===== config.mk =====
export PLATFORM = sky130hd
export DESIGN_NAME = microproc_ctrl
export DESIGN_NICKNAME = d
export VERILOG_FILES = /design/src/rtl/microproc_pkg.sv /design/src/rtl/microproc_decode.sv /design/src/rtl/microproc_ctrl.sv
export SDC_FILE = /design/constraint.sdc
export NUM_CORES = 1
export LEC_CHECK = 0
export ABC_AREA = 1
export CAP_MARGIN = 20
export CORE_ASPECT_RATIO = 1.25
export CORE_UTILIZATION = 50
export DETAILED_ROUTE_END_ITERATION = 6
export PLACE_DENSITY = 0.9
export SYNTH_ARGS = -nofsm -noshare
export SYNTH_HDL_FRONTEND = slang
export SYNTH_SLANG_ARGS = --single-unit

===== constraint.sdc =====
create_clock -name CLK -period 4.86 [get_ports CLK]
set_clock_uncertainty 0.1 [all_clocks]
set_input_delay 1.458 -clock CLK [delete_from_list [all_inputs] [get_ports CLK]]
set_output_delay 1.458 -clock CLK [all_outputs]
set_load 0.005 [all_outputs]

===== src/rtl/microproc_pkg.sv =====
// Shared types for the microprocessor sequencer: opcode and state
// encodings, opcode field position, and the control-word bundle that
// the decoder hands to the top level.
package microproc_pkg;

  // Opcode occupies the top nibble of a 12-bit instruction word.
  localparam int OPC_MSB = 11;
  localparam int OPC_LSB = 8;
  localparam int OPC_W   = OPC_MSB - OPC_LSB + 1;

  typedef enum logic [OPC_W-1:0] {
    OP_NOP = 4'h0,
    OP_LDA = 4'h1,
    OP_LDB = 4'h2,
    OP_ADD = 4'h3,
    OP_ADC = 4'h4,
    OP_JMP = 4'h5,
    OP_JOV = 4'h6,
    OP_LDI = 4'h7,
    OP_HLT = 4'hF
  } opcode_e;

  typedef enum logic [1:0] {
    ST_FETCH = 2'd0,
    ST_EXEC  = 2'd1,
    ST_HALT  = 2'd2,
    ST_WAIT  = 2'd3
  } state_e;

  // Datapath strobes, one bit per control input of the datapath.
  typedef struct packed {
    logic we_a;
    logic ctrl_a;
    logic we_b;
    logic cin;
    logic we_pc;
    logic ctrl_pc;
    logic ctrl_addr;
  } ctrl_t;

  localparam ctrl_t CTRL_IDLE = '0;

  // True for the two arithmetic opcodes, the only ones that touch carry.
  function automatic logic updates_carry(input logic [OPC_W-1:0] op);
    return (op == OP_ADD) || (op == OP_ADC);
  endfunction

endpackage


===== src/rtl/microproc_decode.sv =====
// Combinational instruction decoder: (state, opcode, carry) ->
// datapath control word plus an undefined-opcode indication.
module microproc_decode
  import microproc_pkg::*;
(
  input  state_e           state,
  input  logic [OPC_W-1:0] opcode,
  input  logic             carry,
  output ctrl_t            ctrl,
  output logic             illegal
);

  // Strobe generation; everything defaults to idle and only the listed
  // strobes of the current state/opcode are raised.
  always_comb begin
    ctrl    = CTRL_IDLE;
    illegal = 1'b0;
    case (state)
      ST_FETCH: begin
        // Address from PC, PC advances past the instruction word.
        ctrl.we_pc = 1'b1;
      end
      ST_EXEC: begin
        case (opcode)
          OP_NOP: ;
          OP_LDA: begin
            ctrl.we_a  = 1'b1;
            ctrl.we_pc = 1'b1;
          end
          OP_LDB: begin
            ctrl.we_b  = 1'b1;
            ctrl.we_pc = 1'b1;
          end
          OP_ADD: begin
            ctrl.we_a   = 1'b1;
            ctrl.ctrl_a = 1'b1;
          end
          OP_ADC: begin
            ctrl.we_a   = 1'b1;
            ctrl.ctrl_a = 1'b1;
            ctrl.cin    = carry;
          end
          OP_JMP: begin
            ctrl.we_pc   = 1'b1;
            ctrl.ctrl_pc = 1'b1;
          end
          OP_JOV: begin
            // Taken: load the operand into PC. Not taken: step over it.
            ctrl.we_pc   = 1'b1;
            ctrl.ctrl_pc = carry;
          end
          OP_LDI: begin
            ctrl.ctrl_addr = 1'b1;
            ctrl.we_a      = 1'b1;
          end
          OP_HLT: ;
          default: illegal = 1'b1;
        endcase
      end
      default: ;
    endcase
  end

endmodule


===== src/rtl/microproc_ctrl.sv =====
// Sequencer for the 12-bit microprocessor datapath. Each instruction
// takes a FETCH cycle followed by an EXEC cycle; HLT parks the block in
// HALT until reset. Optional single-step mode, enabled by defining
// MICROPROC_CTRL_STEP_EN, adds a STEP input and a WAIT state after every
// non-HLT EXEC.
module microproc_ctrl
  import microproc_pkg::*;
#(
  parameter int DATA_W = 12,
  parameter int CNT_W  = 16
) (
  input  logic              CLK,
  input  logic              RESET,
`ifdef MICROPROC_CTRL_STEP_EN
  input  logic              STEP,
`endif
  input  logic [DATA_W-1:0] DATA_IN,
  input  logic              OVF,
  output logic              WE_A,
  output logic              CTRL_A,
  output logic              WE_B,
  output logic              CIN,
  output logic              WE_PC,
  output logic              CTRL_PC,
  output logic              CTRL_ADDR,
  output logic              HALTED,
  output logic              ILLEGAL,
  output logic [CNT_W-1:0]  INSTR_CNT
);

`ifdef MICROPROC_CTRL_STEP_EN
  localparam state_e POST_EXEC = ST_WAIT;
`else
  localparam state_e POST_EXEC = ST_FETCH;
`endif

  state_e           state_q, state_d;
  logic [OPC_W-1:0] ir_q, ir_d;
  logic             c_q, c_d;
  logic             illegal_q, illegal_d;
  logic             halted_q, halted_d;
  logic [CNT_W-1:0] cnt_q, cnt_d;

  ctrl_t dec_ctrl;
  logic  dec_illegal;
  ctrl_t ctrl_out;

  // Only the opcode nibble is kept; the operand byte of the instruction
  // word carries no meaning for the sequencer.
  logic unused_data_bits;
  assign unused_data_bits = ^DATA_IN;

  microproc_decode u_decode (
    .state   (state_q),
    .opcode  (ir_q),
    .carry   (c_q),
    .ctrl    (dec_ctrl),
    .illegal (dec_illegal)
  );

  // Next-state, IR capture, carry, sticky illegal flag and retire counter.
  always_comb begin
    state_d   = state_q;
    ir_d      = ir_q;
    c_d       = c_q;
    illegal_d = illegal_q;
    cnt_d     = cnt_q;
    case (state_q)
      ST_FETCH: begin
        ir_d    = DATA_IN[OPC_MSB:OPC_LSB];
        state_d = ST_EXEC;
      end
      ST_EXEC: begin
        cnt_d = cnt_q + CNT_W'(1);
        if (dec_illegal) begin
          illegal_d = 1'b1;
        end
        if (updates_carry(ir_q)) begin
          c_d = OVF;
        end
        state_d = (ir_q == OP_HLT) ? ST_HALT : POST_EXEC;
      end
      ST_HALT: begin
        state_d = ST_HALT;
      end
      ST_WAIT: begin
`ifdef MICROPROC_CTRL_STEP_EN
        state_d = STEP ? ST_FETCH : ST_WAIT;
`else
        state_d = ST_FETCH;
`endif
      end
      default: state_d = ST_FETCH;
    endcase
    halted_d = (state_d == ST_HALT);
  end

  // State and status registers with synchronous reset.
  always_ff @(posedge CLK) begin
    if (RESET) begin
      state_q   <= ST_FETCH;
      ir_q      <= '0;
      c_q       <= 1'b0;
      illegal_q <= 1'b0;
      halted_q  <= 1'b0;
      cnt_q     <= '0;
    end else begin
      state_q   <= state_d;
      ir_q      <= ir_d;
      c_q       <= c_d;
      illegal_q <= illegal_d;
      halted_q  <= halted_d;
      cnt_q     <= cnt_d;
    end
  end

  // Reset forces every output low immediately, which also suppresses the
  // side effects of an instruction interrupted by reset.
  assign ctrl_out  = RESET ? CTRL_IDLE : dec_ctrl;
  assign WE_A      = ctrl_out.we_a;
  assign CTRL_A    = ctrl_out.ctrl_a;
  assign WE_B      = ctrl_out.we_b;
  assign CIN       = ctrl_out.cin;
  assign WE_PC     = ctrl_out.we_pc;
  assign CTRL_PC   = ctrl_out.ctrl_pc;
  assign CTRL_ADDR = ctrl_out.ctrl_addr;
  assign HALTED    = halted_q & ~RESET;
  assign ILLEGAL   = illegal_q & ~RESET;
  assign INSTR_CNT = RESET ? '0 : cnt_q;

endmodule


==> results_dict.tcl <==
set metrics [dict create \
    yosysSeqAreaShare 0.366 \
    wl_mm 2.87 \
    cts_buffers 3 \
    hold_viol 0 \
    hpwlAfterDp_mm 2.12 \
    numClockSinks 24 \
    tns_ps 0 \
    grt_pass1_vias 1149 \
    path_cells "clkdlybuf4s50_1, inv_1, nand2_1, a211oi_1, clkdlybuf4s50_1" \
    tightest_slew_ps 368 \
    start_util 0.535 \
    worst_slack_ps 266 \
    synth_seq_cells 24 \
    status "complete, no violations" \
    arrival_ps 3040 \
    antenna_found_initial 0 \
    end_kind "primary output" \
    grt_max_degree 25 \
    drv_cap 0 \
    slowest_delay_ps 540 \
    initialDrtViolationCount 46 \
    port_buffers 31 \
    hold_path.class "reg2reg" \
    postSynthAreaPerCell_sq_um 6.56 \
    design.die.area_sq_um 2840 \
    cts_resized 0 \
    nNetsFinal 250 \
    max-vdd-ir-drop_v 0.000173 \
    crit_buf_inv 3 \
    finalSetupViolations 0 \
    post-route-util 0.694 \
    dr.pass1.iters 4 \
    die_w_um 47.8 \
    ios 40 \
    syn_to_final_growth_pct 29.6 \
    synth_area_sq_um 1310 \
    p_total_uw 360 \
    min_period_ps 4590 \
    vias 1363 \
    cts_tree "done" \
    clk_latency_ps 320 \
    drive_above_1_share 0.0858 \
    cp_top_family "buffers and inverters" \
    fp.coreArea_sq_um 2450 \
    antenna_left 0 \
    h-tree-depth 1 \
    clock.fmax_ghz 0.218 \
    place.gp.congestion 0.827 \
    clkPwrFrac 0.302 \
    drc 0 \
    p_int_uw 267 \
    grt_pass1_wl_mm 4.57 \
    vias_per_cell 5.12 \
    cp_common_cell "clkdlybuf4s50_1" \
    die_y_um 59.3 \
    cts_max_path_buffers 2 \
    critPathSlowestCell "clkdlybuf4s50_1" \
    num_rows 20 \
    avgRoutedWirePerCell_um 10.8 \
    leakagePower_nw 0.670 \
    synth_cell_types 26 \
    post-route-period-util 0.945 \
    critPathMaxFanout 7 \
    postCtsSetupBuffers 0 \
    power_density_nw_per_um2 211 \
    path_clk_slew_ps 140 \
    synthCells 200 \
    pwr-share-comb 0.120 \
    overflow 0 \
    worstSetupStartpointType "primary input" \
    report.final.slew_viol_count 0 \
    relSlewSlack 0.753 \
    synth_nets 216 \
    p_sw_frac 0.258 \
    cts_root_buf "clkbuf_4" \
    rsz0062_at_grt "no" \
    power_switching_uw 92.8 \
    n_antenna_cell 0 \
    worstPathRequired_ps 3300 \
    grt_use_total 0.223 \
    yosys_warnings 0 \
    path_class "in2out" \
    postCtsHoldBufs 0 \
    pwr-share-seq 0.578 \
    preCtsSetupSlack_ps 290 \
]
==> per-stage QoR <==
stage	instance area, sq um	cells	hold WS (ps)
floorplan	1310	200	336
global placement	1670	262	346
detailed placement	1670	262	356
CTS	1700	266	377
global route	1700	266	401
finish	1700	266	374
==> cell usage in the layout (no fill, tap or decap), drive strengths merged, types with 3 or more instances in the layout <==
cell and n:
nor3 12, nand4 7, a21oi 16, o21ai 14, nor2 37, nand2 31
dfxtp 24, clkbuf 4, buf 3, clkdlybuf4s50 31, nand3 9, inv 38
==> routing by layer <==
metal,part of all wire,wire (um),GRT usage
met1,0.41,1170,0.270
met5,0,0,0
met2,0.53,1520,0.371
met4,0.010,29,0.107
met3,0.054,154,0.0335
==> cells in the mapped netlist <==
library cell	instances	area [sq um]
o21ai_0	11	55.1
inv_2	3	11.3
inv_1	35	131
a32o_1	1	10.0
a21oi_1	15	75.1
nand3_2	1	10.0
a211oi_1	2	15.0
nand3_1	7	35.0
nor2_2	2	12.5
o21ai_1	3	15.0
nand2_1	31	116
nor2_4	2	22.5
clkbuf_2	1	5.00
a31oi_1	1	6.26
buf_2	1	5.00
a21oi_2	1	8.76
ha_1	1	12.5
nor4_1	2	12.5
nor2_1	33	124
nand3_4	1	17.5
nor3_2	2	20.0
clkbuf_1	3	11.3
nor3_1	10	50.1
nand4_2	1	12.5
dfxtp_1	24	480
nand4_1	6	37.5
==> final cells by class <==
cell class	instances	area (sq um)
fillers	226	751
multi-input cells	133	668
flip-flops and latches	24	480
repair buffers	34	333
inverters	38	143
well taps	33	41.3
clock buffers	4	36.3
==> worst paths after layout <==
check	start	endpoint	slack, ps	cells past startpoint
setup / recovery	RESET	CTRL_PC	270	5
hold / removal	illegal_q	illegal_q	370	2
setup reg to reg	cnt_q[0]	cnt_q[14]	3310	8
hold reg to reg	illegal_q	illegal_q	370	2
==> power groups by stage <==
stage / clock, mW / combinational [mW] / sequential, mW
final: 0.109 / 0.0431 / 0.208
after global routing: 0.121 / 0.0484 / 0.209
after CTS: 0.110 / 0.0431 / 0.208
after detailed placement: 0 / 0.0426 / 0.212
after global placement: 0 / 0.0422 / 0.212
after floorplan: 0 / 0.0267 / 0.211
==> worst register-to-register path: cells and delay by family (launching register included) <==
family | cells | cell delay (ps)
adder cells (fa/ha/maj) | 1 | 200
flip-flops | 1 | 440
AND/OR/NAND/NOR | 7 | 740
==> kinds of logic after synthesis <==
| family | Yosys count | synth area share |
|---|---|---|
| and+or+nand+nor | 98 | 0.358 |
| buffers and inverters | 43 | 0.125 |
| AOI/OAI and AO/OA | 34 | 0.141 |
| DFF | 24 | 0.366 |
| adders and majority gates | 1 | 0.00953 |
==> sequential cells by signal (all words and copies together), names as in the netlist, named ones only <==
signal and count:
illegal_q 1, ir_q 4, c_q 1, cnt_q 16
state_q 1
Note: power is estimated with default switching activity, not from simulation.
